===== config.mk =====
export PLATFORM = sky130hd
export DESIGN_NAME = boolean_input_debouncer_flat
export DESIGN_NICKNAME = d
export VERILOG_FILES = /design/src/rtl/boolean_input_debouncer_if.sv /design/src/rtl/boolean_input_debouncer.sv /design/src/flat_wrapper.sv
export SDC_FILE = /design/constraint.sdc
export NUM_CORES = 1
export LEC_CHECK = 0
export CORE_ASPECT_RATIO = 0.6
export CORE_MARGIN = 3
export CORE_UTILIZATION = 35
export DETAILED_ROUTE_END_ITERATION = 16
export MAX_ROUTING_LAYER = met4
export PLACE_DENSITY_LB_ADDON = 0.12
export SLEW_MARGIN = 40
export SYNTH_ARGS = -nofsm -noshare
export SYNTH_HDL_FRONTEND = slang
export SYNTH_SLANG_ARGS = --single-unit

===== constraint.sdc =====
create_clock -name clk -period 1.7 [get_ports clk]
set_clock_uncertainty 0.05 [all_clocks]
set_input_delay 0.425 -clock clk [delete_from_list [all_inputs] [get_ports clk]]
set_output_delay 0.425 -clock clk [all_outputs]
set_load 0.1 [all_outputs]

===== src/rtl/boolean_input_debouncer_if.sv =====
// boolean_input_debouncer_if: raw switch inputs and debounced outputs of the debouncer
interface boolean_input_debouncer_if;
  logic [2:0] sw_in;
  logic [2:0] abc_out;
  logic       change;
  logic       busy;
  modport master (output sw_in, input abc_out, change, busy);
  modport slave (input sw_in, output abc_out, change, busy);
endinterface


===== src/rtl/boolean_input_debouncer.sv =====
// boolean_input_debouncer: synchronises and debounces three slide switches, pulsing change on each accepted level
module boolean_input_debouncer #(
  parameter int SYNC_STAGES   = 2,
  parameter int STABLE_CYCLES = 50000,
  parameter int CNT_W         = 16
) (
  input logic                      clk,
  input logic                      rst,
  boolean_input_debouncer_if.slave bus
);
  localparam logic [0:0] IDLE    = 1'b0;
  localparam logic [0:0] PENDING = 1'b1;
  localparam logic [CNT_W-1:0] LAST = CNT_W'(STABLE_CYCLES - 1);
  logic [SYNC_STAGES-1:0][2:0] sync_q;
  logic [2:0] s, abc_q, upd, pend;
  logic change_q;
  assign s = sync_q[SYNC_STAGES-1];
  always_ff @(posedge clk) begin
    if (rst) begin
      sync_q   <= '0;
      abc_q    <= 3'b000;
      change_q <= 1'b0;
    end else begin
      sync_q   <= {sync_q[SYNC_STAGES-2:0], bus.sw_in};
      abc_q    <= abc_q ^ upd;
      change_q <= |upd;
    end
  end
  for (genvar i = 0; i < 3; i++) begin : g_ch
    logic [0:0] st_q, st_d;
    logic [CNT_W-1:0] cnt_q, cnt_d;
    logic mis, done;
    // an accepted update always flips the bit, since it only fires on a mismatch
    always_comb begin
      mis   = s[i] ^ abc_q[i];
      done  = mis && (st_q == PENDING ? cnt_q == LAST : STABLE_CYCLES == 1);
      st_d  = mis && !done ? PENDING : IDLE;
      cnt_d = !mis || done ? '0 : (st_q == IDLE ? CNT_W'(1) : cnt_q + 1'b1);
    end
    always_ff @(posedge clk) begin
      if (rst) begin
        st_q  <= IDLE;
        cnt_q <= '0;
      end else begin
        st_q  <= st_d;
        cnt_q <= cnt_d;
      end
    end
    assign upd[i]  = done;
    assign pend[i] = st_q != IDLE;
  end
  assign bus.abc_out = abc_q;
  assign bus.change  = change_q;
  assign bus.busy    = |pend;
endmodule


===== src/flat_wrapper.sv =====
// flat-port wrapper written by rule: the top's interface ports become plain ports
module boolean_input_debouncer_flat 
#(
  parameter int SYNC_STAGES   = 2,
  parameter int STABLE_CYCLES = 50000,
  parameter int CNT_W         = 16
)
  (clk, rst, bus_sw_in, bus_abc_out, bus_change, bus_busy);
  boolean_input_debouncer_if bus_i ();
  input logic clk;
  input logic rst;
  input wire logic [$bits(bus_i.sw_in)-1:0] bus_sw_in;
  output wire logic [$bits(bus_i.abc_out)-1:0] bus_abc_out;
  output wire logic [$bits(bus_i.change)-1:0] bus_change;
  output wire logic [$bits(bus_i.busy)-1:0] bus_busy;
  assign bus_i.sw_in = bus_sw_in;
  assign bus_abc_out = bus_i.abc_out;
  assign bus_change = bus_i.change;
  assign bus_busy = bus_i.busy;
  boolean_input_debouncer #(.SYNC_STAGES(SYNC_STAGES), .STABLE_CYCLES(STABLE_CYCLES), .CNT_W(CNT_W)) u_core (.clk(clk), .rst(rst), .bus(bus_i));
endmodule

# Yosys cells after proc, flatten, opt, wreduce, memory -nomap -nowiden
# Index checks and enable logic that the tools add are counted.
# word_totals
reg_bits	61
inputBits	5
output_inout_bits	5
word_cells	58
# classes
add_sub_neg	3
n_eq_ne	3
muxes	9
bitwise	7
n_reduce_logical	23
# ops
op	count
$add A16 B1 Y16 const B	3
$eq A16 B16 Y1 const B	3
$reduce_or A3 Y1	5
$mux W1	9
$logic_and A1 B1 Y1	6
$logic_not A1 Y1	6
$reduce_or A2 Y1	3
$logic_or A1 B1 Y1	3
$not A1 Y1	3
$xor A1 B1 Y1	3
$xor A3 B3 Y3	1

# Longest topological paths before layout
# Gate-level depths: netlist of the first run.
# logic_depth
word_depth	6
mapped_depth	7
ltp_nobuf	5

# Least setup slack after synthesis of the first run
# Ideal clock, no wire load.
# synth_timing
path_type	reg2reg
startpoint	reg (tool-made name)
endpoint	reg u_core.g_ch[1].cnt_q[13]
setup_time_ps	64
arrival_time_ps	1957
required_time_ps	1586
path_slack_ps	-371
path_stages_with_launch	7
path_buffers	2
synth_period_minus_slack_ps	2071
path_cell_list	dfxtp_1 -> xnor2_1 -> nand3b_1 -> or2_0 -> buf_2 -> buf_4 -> nor2_1
# synth_lines
element	line_no	text
end signal: assignment	boolean_input_debouncer.sv:46	cnt_q <= cnt_d;
end: declaration	boolean_input_debouncer.sv:31	logic [CNT_W-1:0] cnt_q, cnt_d;

# Worst setup path in the final report of the first run
# layout_timing
startpoint	reg u_core.g_ch[2].cnt_q[13]
endpoint	reg u_core.g_ch[2].cnt_q[14]
# layout_between
elab_chain_cells	5
word_cells_on_any_way	6
cone_classes	1 x add/sub; 1 x eq/ne; 1 x mux; 3 x reduce/logical
# layout_lines
element	line_no
start: declaration	boolean_input_debouncer.sv:31
start signal: assignment	boolean_input_debouncer.sv:46
branches (longest 5 deep; another with $add A16 B1 Y16)	n/a
# Parallel ways; which one is timed is not known.
# A chain may end at the register's enable or synchronous reset.

==> metrics.md, run 1 <==
| Metric | Value |
|---|---|
| Critical path data arrival time | 2.01 ns |
| Buffers plus inverters on the worst setup path | 1 |
| Skew-Pair Late Insertion Delay | 0.33 ns |
| Slew margin rel. | 71.2% |
| Number of hold-repair buffers added at the cts stage | 0 |
| Mux cell area share after synthesis | 0.760% |
| Fraction of final layout cells with drive strength greater than 1 | 30.6% |
| Worst supply voltage drop on vdd | 581 uV |
| Horizontal die dimension | 118 um |
| Initial Util | 37.7% |
| Instance count along the most critical hold path | 1 |
| Syn_nets | 296 |
| Switching fraction of total power | 19.6% |
| ANT cells | 0 |
| Compound-cell area share of the yosys netlist | 4.56% |
| Number of flip-flops and latches in the synthesized netlist | 61 |
| Number of buffers created by CTS | 9 |
| CP Depth | 5 |
| Required @ worst endpoint | 1.87 ns |
| Highest cell delay on the worst timing path | 0.52 ns |
| Highest fanout seen on the critical path | 15 |
| Switching power | 0.663 mW |
| Failing checks | negative setup slack |
| # setup viols final | 30 |
| Floorplan Core Area | 6990 um^2 |
| Slowest library cell on the worst path | sky130_fd_sc_hd__or4b_4 |
| Number of DRC markers after the initial detailed-route iteration | 134 |
| Routed WL per cell | 12.9 um |
| Number of nets with antenna violations after routing | 0 |
| Global-route wire length before repair | 10.1 mm |
| Count of endpoints failing hold in the final timing report | 0 |
| Area of the mapped netlist | 2640 um^2 |
| Start point of the worst hold path | u_core.sync_q[1] |
| Number of slew-limit violations in the final report | 0 |
| Number of vias per cell after detailed routing | 4.81 |
| Clock power share | 55.3% |
| Power after layout | 3.38 mW |
| # clock sinks | 61 |
| GPL Wtd Cong | 0.812 |
| Setup crit start | u_core.g_ch[2].cnt_q[13] |
| Number of search-and-repair iterations in the first detailed-routing pass | 4 |
| Buffer type at the clock tree root | sky130_fd_sc_hd__clkbuf_16 |
| Endpoint of the worst-slack reg-to-reg timing path | u_core.g_ch[2].cnt_q[14] |
| Initial antenna violation count | 0 |
| Slew at the pin closest to its max-slew limit | 0.428 ns |
| Type of element capturing the critical path | flop |
| Combinational family with the most area after synthesis | simple AND/OR/NAND/NOR gates |
| Leading cell type in the layout, fill and taps excluded | sky130_fd_sc_hd__dfxtp_1 |
| Count of yosys warnings during synthesis | 0 |
| Commonest non-fill, non-tap cells in the layout | sky130_fd_sc_hd__dfxtp_1 (50), sky130_fd_sc_hd__buf_4 (49), sky130_fd_sc_hd__nor2_1 (41) |
| DRC violations left | 0 |
| Pin count of the biggest net entering global routing | 16 |
| Largest buffer count on any clock path | 2 |
| Worst path cell trace | or4b_4, or4_4, o211ai_4, buf_12, nor2_1 |
| Fmax | 0.542 GHz |
| Internal Power | 2.72 mW |
| Main synth FF type | sky130_fd_sc_hd__dfxtp_1 |
| I/O pin count | 10 |
| Reported leakage power | 1.29 nW |
| All-layer global routing usage | 15.5% |
| Synth Area in Simple Gates | 30.6% |
| Clock transition at path regs | 0.05 ns |
| Period Utilization, post-route | 108% |
| Num rows | 23 |
| Category of the most critical setup path | reg -> reg |
| Worst setup slack after placement | -0.189 ns |
| Nets | 362 |
| Fraction of synthesis flops using an asynchronous set or reset pin | 0% |
| Avg Cell Area, Syn | 9.15 um^2 |
| H-tree depth | 3 |
| Number of synthesized flops with an enable pin | 0 |
| Aggregate global routing overflow | 0 |
| Final TNS setup | -2.52 ns |
| WHS Endpoint | u_core.s[1] |
| Overall via count from detail_route | 2,210 |
| Number of library cell types mapped by synthesis | 41 |
| Post-Syn Instances | 288 |
| Sum of routed wire length over all layers | 5.93 mm |
| Via count of the first global-routing pass | 2,042 |
| Path depth of the worst reg2reg path | 5 |
| Xor/xnor cell area share of the yosys netlist | 14.0% |
| Total power density per cell area | 914 nW/um^2 |
| Final period demand of the worst path | 1.84 ns |
| Cell type group with the largest total delay on the critical path | simple AND/OR/NAND/NOR gates |
| Total Die Area | 8640 um^2 |
| Combinational cell fraction of total power | 1.9% |
| Unrepaired setup endpoints after global routing | yes |
| Reg2Reg Setup Slack | -0.14 ns |
| Register share of total power | 42.8% |
| Die Y | 73.2 um |
| Clock tree from TritonCTS | done |
| Count of input and output buffers | 9 |
| Result of the run | complete, but fails checks |
| RR Startpoint | u_core.g_ch[2].cnt_q[13] |
| Half-perimeter wire length after placement | 4.36 mm |
| Worst min path class | reg -> reg |
| Register area share after synthesis | 46.3% |
| Worst Setup Slack, final | -0.144 ns |
| Startpoint types | flop |
| Syn-to-layout area delta | 40.5% |
| Max_cap viols | 0 |
| Adder and majority cell fraction of the synthesized area | 1.42% |
## cell usage after synthesis, types with 3 or more instances
cell type                  instances  share of area [%]
sky130_fd_sc_hd__and3_1            4               0.95
sky130_fd_sc_hd__nor3_1            8                1.5
sky130_fd_sc_hd__nor2_1           49                7.0
sky130_fd_sc_hd__nor2b_1           7                1.7
sky130_fd_sc_hd__inv_1             7                1.0
sky130_fd_sc_hd__a21oi_1           4               0.76
sky130_fd_sc_hd__xor2_1           18                6.0
sky130_fd_sc_hd__nand4_1          12                2.8
sky130_fd_sc_hd__and4_1            3                1.0
sky130_fd_sc_hd__ha_1              3                1.4
sky130_fd_sc_hd__dfxtp_1          61                 46
sky130_fd_sc_hd__xnor2_1          24                8.0
sky130_fd_sc_hd__a211oi_1          3               0.85
sky130_fd_sc_hd__or3_1             5                1.2
sky130_fd_sc_hd__nor4_1            9                2.1
sky130_fd_sc_hd__nand3_1          17                3.2
sky130_fd_sc_hd__nand2_1          19                2.7
## registers in the layout, indices dropped and copies added, names as in the netlist, named ones only
name and count:
u_core.g_ch.st_q 3, u_core.s 3, u_core.bus.change 1, u_core.g_ch.cnt_q 48, u_core.sync_q 3
## logic make-up after synthesis
| family | after synthesis |
|---|---|
| AO/OA/AOI/OAI | 15 |
| XOR/XNOR | 42 |
| adder cells (fa/ha/maj) | 3 |
| buffers and inverters | 13 |
| flip-flops | 61 |
| multiplexers | 2 |
| AND/OR/NAND/NOR | 152 |
## metal layers
layer	up-vias	track usage [%]	wire length, um
met3	12	5.11	330
met5	-	-	0
met1	1003	23.1	3370
met2	50	18.4	2130
li1	1145	-	-
met4	0	6.23	91
## metrics by stage
| step | utilization (%) | std cells | hold slack [ns] | cell area [um^2] |
|---|---|---|---|---|
| floorplan | - | 288 | 0.364 | 2660 |
| global placement | 46.9 | 441 | 0.367 | 3280 |
| detailed placement | 46.9 | 441 | 0.376 | 3280 |
| CTS | 51.9 | 458 | 0.388 | 3630 |
| global route | 52.9 | 459 | 0.405 | 3700 |
| finish | 52.9 | 459 | 0.384 | 3700 |
## power groups by stage
stage	Combinational, mW	Clock, mW	Sequential, mW
finish	0.0654	1.87	1.45
CTS	0.0625	1.91	1.45
global route	0.0700	1.98	1.45
floorplan	0.0327	0	1.48
detailed placement	0.0622	0	1.48
global placement	0.0619	0	1.48
## worst max-delay path by stage
| stage | end | slack (ns) |
|---|---|---|
| 2_1_floorplan | u_core.g_ch[2].cnt_q[15] | -0.13 |
| 3_3_place_gp | u_core.g_ch[1].cnt_q[15] | -0.14 |
| 3_5_place_dp | flop | -0.19 |
| 4_1_cts | u_core.g_ch[2].cnt_q[14] | -0.16 |
| 5_1_grt | u_core.g_ch[2].cnt_q[14] | -0.20 |
| 6_report | u_core.g_ch[2].cnt_q[14] | -0.14 |
## area by class of cell
type	count	area, um^2
fillers	657	3290
multi-input cells	214	1450
flip-flops and latches	61	1240
repair buffers	61	551
clock buffers	12	267
well taps	100	125
clock inverters	4	45.0
inverters	7	26.3
## repair_timing
item                                    in CTS  in global routing
pin swaps                                   12                  5
gates resized for setup                     10                 20
setup buffers                                1                  1
endpoints found under the setup margin      36                 51
Power figures use the tool's default switching activity.
==> inputs of run 2 (changes only) <==
--- a/config.mk
+++ b/config.mk
@@ -5,7 +5,7 @@
 export SDC_FILE = /design/constraint.sdc
 export NUM_CORES = 1
 export LEC_CHECK = 0
-export CORE_ASPECT_RATIO = 0.6
+export CORE_ASPECT_RATIO = 1.4
 export CORE_MARGIN = 3
 export CORE_UTILIZATION = 35
 export DETAILED_ROUTE_END_ITERATION = 16
==> metrics.md, run 2 (synthesis gave the netlist of run 1 again) <==
| Metric | Value |
|---|---|
| Result of the run | complete, but fails checks |
| Failing checks | negative setup slack |
| Buffer type at the clock tree root | sky130_fd_sc_hd__clkbuf_8 |
| Pin count of the biggest net entering global routing | 16 (unchanged) |
| Unrepaired setup endpoints after global routing | yes |
| Worst min path class | reg -> reg |
| Type of element capturing the critical path | flop |
| Number of buffers created by CTS | 9 (unchanged) |
| Busiest metal layer after global routing | met2 |
| Final TNS setup | -2.06 ns (+0.460 ns) |
| Global-route wire length before repair | 10.2 mm (+1.4%) |
| Period Utilization, post-route | 107% (-1.3 points) |
| Fraction of final layout cells with drive strength greater than 1 | 31.4% (+0.75 points) |
| Total Die Area | 8620 um^2 (-0.23%) |
| H-tree depth | 3 (unchanged) |
| Power after layout | 2.87 mW (-15%) |
| Number of nets with antenna violations after routing | 0 (unchanged) |
| Critical path data arrival time | 2.00 ns (about the same) |
| Number of hold-repair buffers added at the cts stage | 0 (unchanged) |
| DRC violations left | 0 (unchanged) |
| Worst setup slack after placement | -0.150 ns (+0.0389 ns) |
| Syn-to-layout area delta | 38.4% |
| Slew at the pin closest to its max-slew limit | 0.364 ns (-0.0643 ns) |
| Number of DRC markers after the initial detailed-route iteration | 49 (-63%) |
| Worst supply voltage drop on vdd | 430 uV (-26%) |
| Max reg flops | 48 (unchanged) |
| Number of search-and-repair iterations in the first detailed-routing pass | 4 (unchanged) |
| Slew margin rel. | 75.5% (+4.3 points) |
| Half-perimeter wire length after placement | 4.20 mm (-3.6%) |
| Routed WL per cell | 12.5 um (-2.9%) |
| Total power density per cell area | 788 nW/um^2 (-14%) |
| Floorplan Core Area | 7120 um^2 (+1.8%) |
| Category of the most critical setup path | reg -> reg |
| Core Util, Final | 51.2% (-1.7 points) |
| Layout fillers | 704 (+7.2%) |
| Aggregate global routing overflow | 0 (unchanged) |
| Top reg by flops | u_core.g_ch.cnt_q |
| Count of endpoints failing hold in the final timing report | 0 (unchanged) |
| I/O pin count | 10 (unchanged) |
| Count of input and output buffers | 9 (unchanged) |
| Met1 Use GR | 16.3% (-6.8 points) |
| Leading cell type in the layout, fill and taps excluded | sky130_fd_sc_hd__dfxtp_1 |
| Via count of the first global-routing pass | 2,280 (+12%) |
| # setup viols final | 32 (+6.7%) |
| Horizontal die dimension | 79.3 um (-33%) |
| Initial Util | 37.0% (-0.66 points) |
| Max_cap viols | 0 (unchanged) |
| Number of slew-limit violations in the final report | 0 (unchanged) |
| Number of vias per cell after detailed routing | 4.84 (+0.47%) |
| Commonest non-fill, non-tap cells in the layout | sky130_fd_sc_hd__dfxtp_1 (51), sky130_fd_sc_hd__buf_4 (48), sky130_fd_sc_hd__nor2_1 (36) |
| Fmax | 0.549 GHz (+1.2%) |
| Reported leakage power | 1.26 nW (-2.4%) |
| Die Y | 109 um (+48%) |
| Clock transition at path regs | 0.07 ns (+0.02 ns) |
| Worst Setup Slack, final | -0.123 ns (+0.0215 ns) |
| ANT cells | 0 (unchanged) |
| Final period demand of the worst path | 1.82 ns (-0.0215 ns) |
| # clock sinks | 61 (unchanged) |
| Num rows | 36 (+57%) |
| GPL Wtd Cong | 0.829 (+2.0%) |
| Clock tree from TritonCTS | done |
| Largest buffer count on any clock path | 2 (unchanged) |
| All-layer global routing usage | 15.8% (+0.25 points) |
| Skew-Pair Late Insertion Delay | 0.33 ns (about the same) |
| Area taken by flip-flops and latches | 1240 um^2 (+0.10%) |
| Highest fanout seen on the critical path | 15 (unchanged) |
| Nets | 363 (+0.28%) |
| Initial antenna violation count | 0 (unchanged) |
| Startpoint types | flop |
| Overall via count from detail_route | 2,201 (-0.41%) |
| Sum of routed wire length over all layers | 5.71 mm (-3.7%) |
| Fraction of met3 tracks used by global routing | 3.97% (-1.1 points) |
| Met2 global-route usage | 28.2% (+9.8 points) |
| Area of the multi-input gates | 1470 um^2 (+1.6%) |
| Required @ worst endpoint | 1.87 ns (about the same) |
==> run 2: area by class of cell <==
cell class / count / share of cell area, %
Clock buffer: 11 / 3.60
Clock inverter: 5 / 2.06
Inverter: 7 / 0.721
Multi-Input combinational cell: 214 / 40.4
Sequential cell: 61 / 34.0
Tap cell: 95 / 3.26
Timing Repair Buffer: 62 / 16.0
==> run 2: per-layer routing <==
metal | wire, um | share of wire [%]
met5 | 0 | 0
met4 | 71 | 1.2
met3 | 136 | 2.4
met2 | 3220 | 56
met1 | 2280 | 40
==> run 2: what timing repair did <==
action | CTS | global route
gates cloned | 1 | 0
buffers inserted | 3 | 0
resized for setup | 16 | 29
endpoints found under the setup margin | 35 | 51
pin swaps | 8 | 7
==> run 2: path summary, 6_finish.rpt <==
check	cells past startpoint	slack (ns)	to	start
setup / recovery	5	-0.12	u_core.g_ch[2].cnt_q[6]	u_core.g_ch[2].cnt_q[13]
hold / removal	1	0.39	u_core.s[2]	u_core.sync_q[2]
setup reg to reg	5	-0.12	u_core.g_ch[2].cnt_q[6]	u_core.g_ch[2].cnt_q[13]
hold reg to reg	1	0.39	u_core.s[2]	u_core.sync_q[2]
==> run 2: through the flow <==
step / hold slack, ns / area, um^2 / instances
5_1_grt: 0.412 / 3650 / 455
3_3_place_gp: 0.372 / 3260 / 435
2_1_floorplan: 0.364 / 2660 / 288
4_1_cts: 0.398 / 3540 / 455
6_report: 0.392 / 3650 / 455
3_5_place_dp: 0.382 / 3260 / 435
==> run 2: where the power goes <==
group,total (mW),switching (mW),internal [mW]
Sequential,1.44,0.00606,1.44
Combinational,0.0678,0.0333,0.0346
Clock,1.36,0.544,0.819
Total,2.87,0.583,2.29
==> run 2: worst max-delay path: stages, from the launching register on <==
cell	delay [ns]
sky130_fd_sc_hd__dfxtp_1	0.31
sky130_fd_sc_hd__or4b_1	0.51
sky130_fd_sc_hd__or4_4	0.45
sky130_fd_sc_hd__o211ai_4	0.19
sky130_fd_sc_hd__buf_12	0.16
sky130_fd_sc_hd__nor2_1	0.05
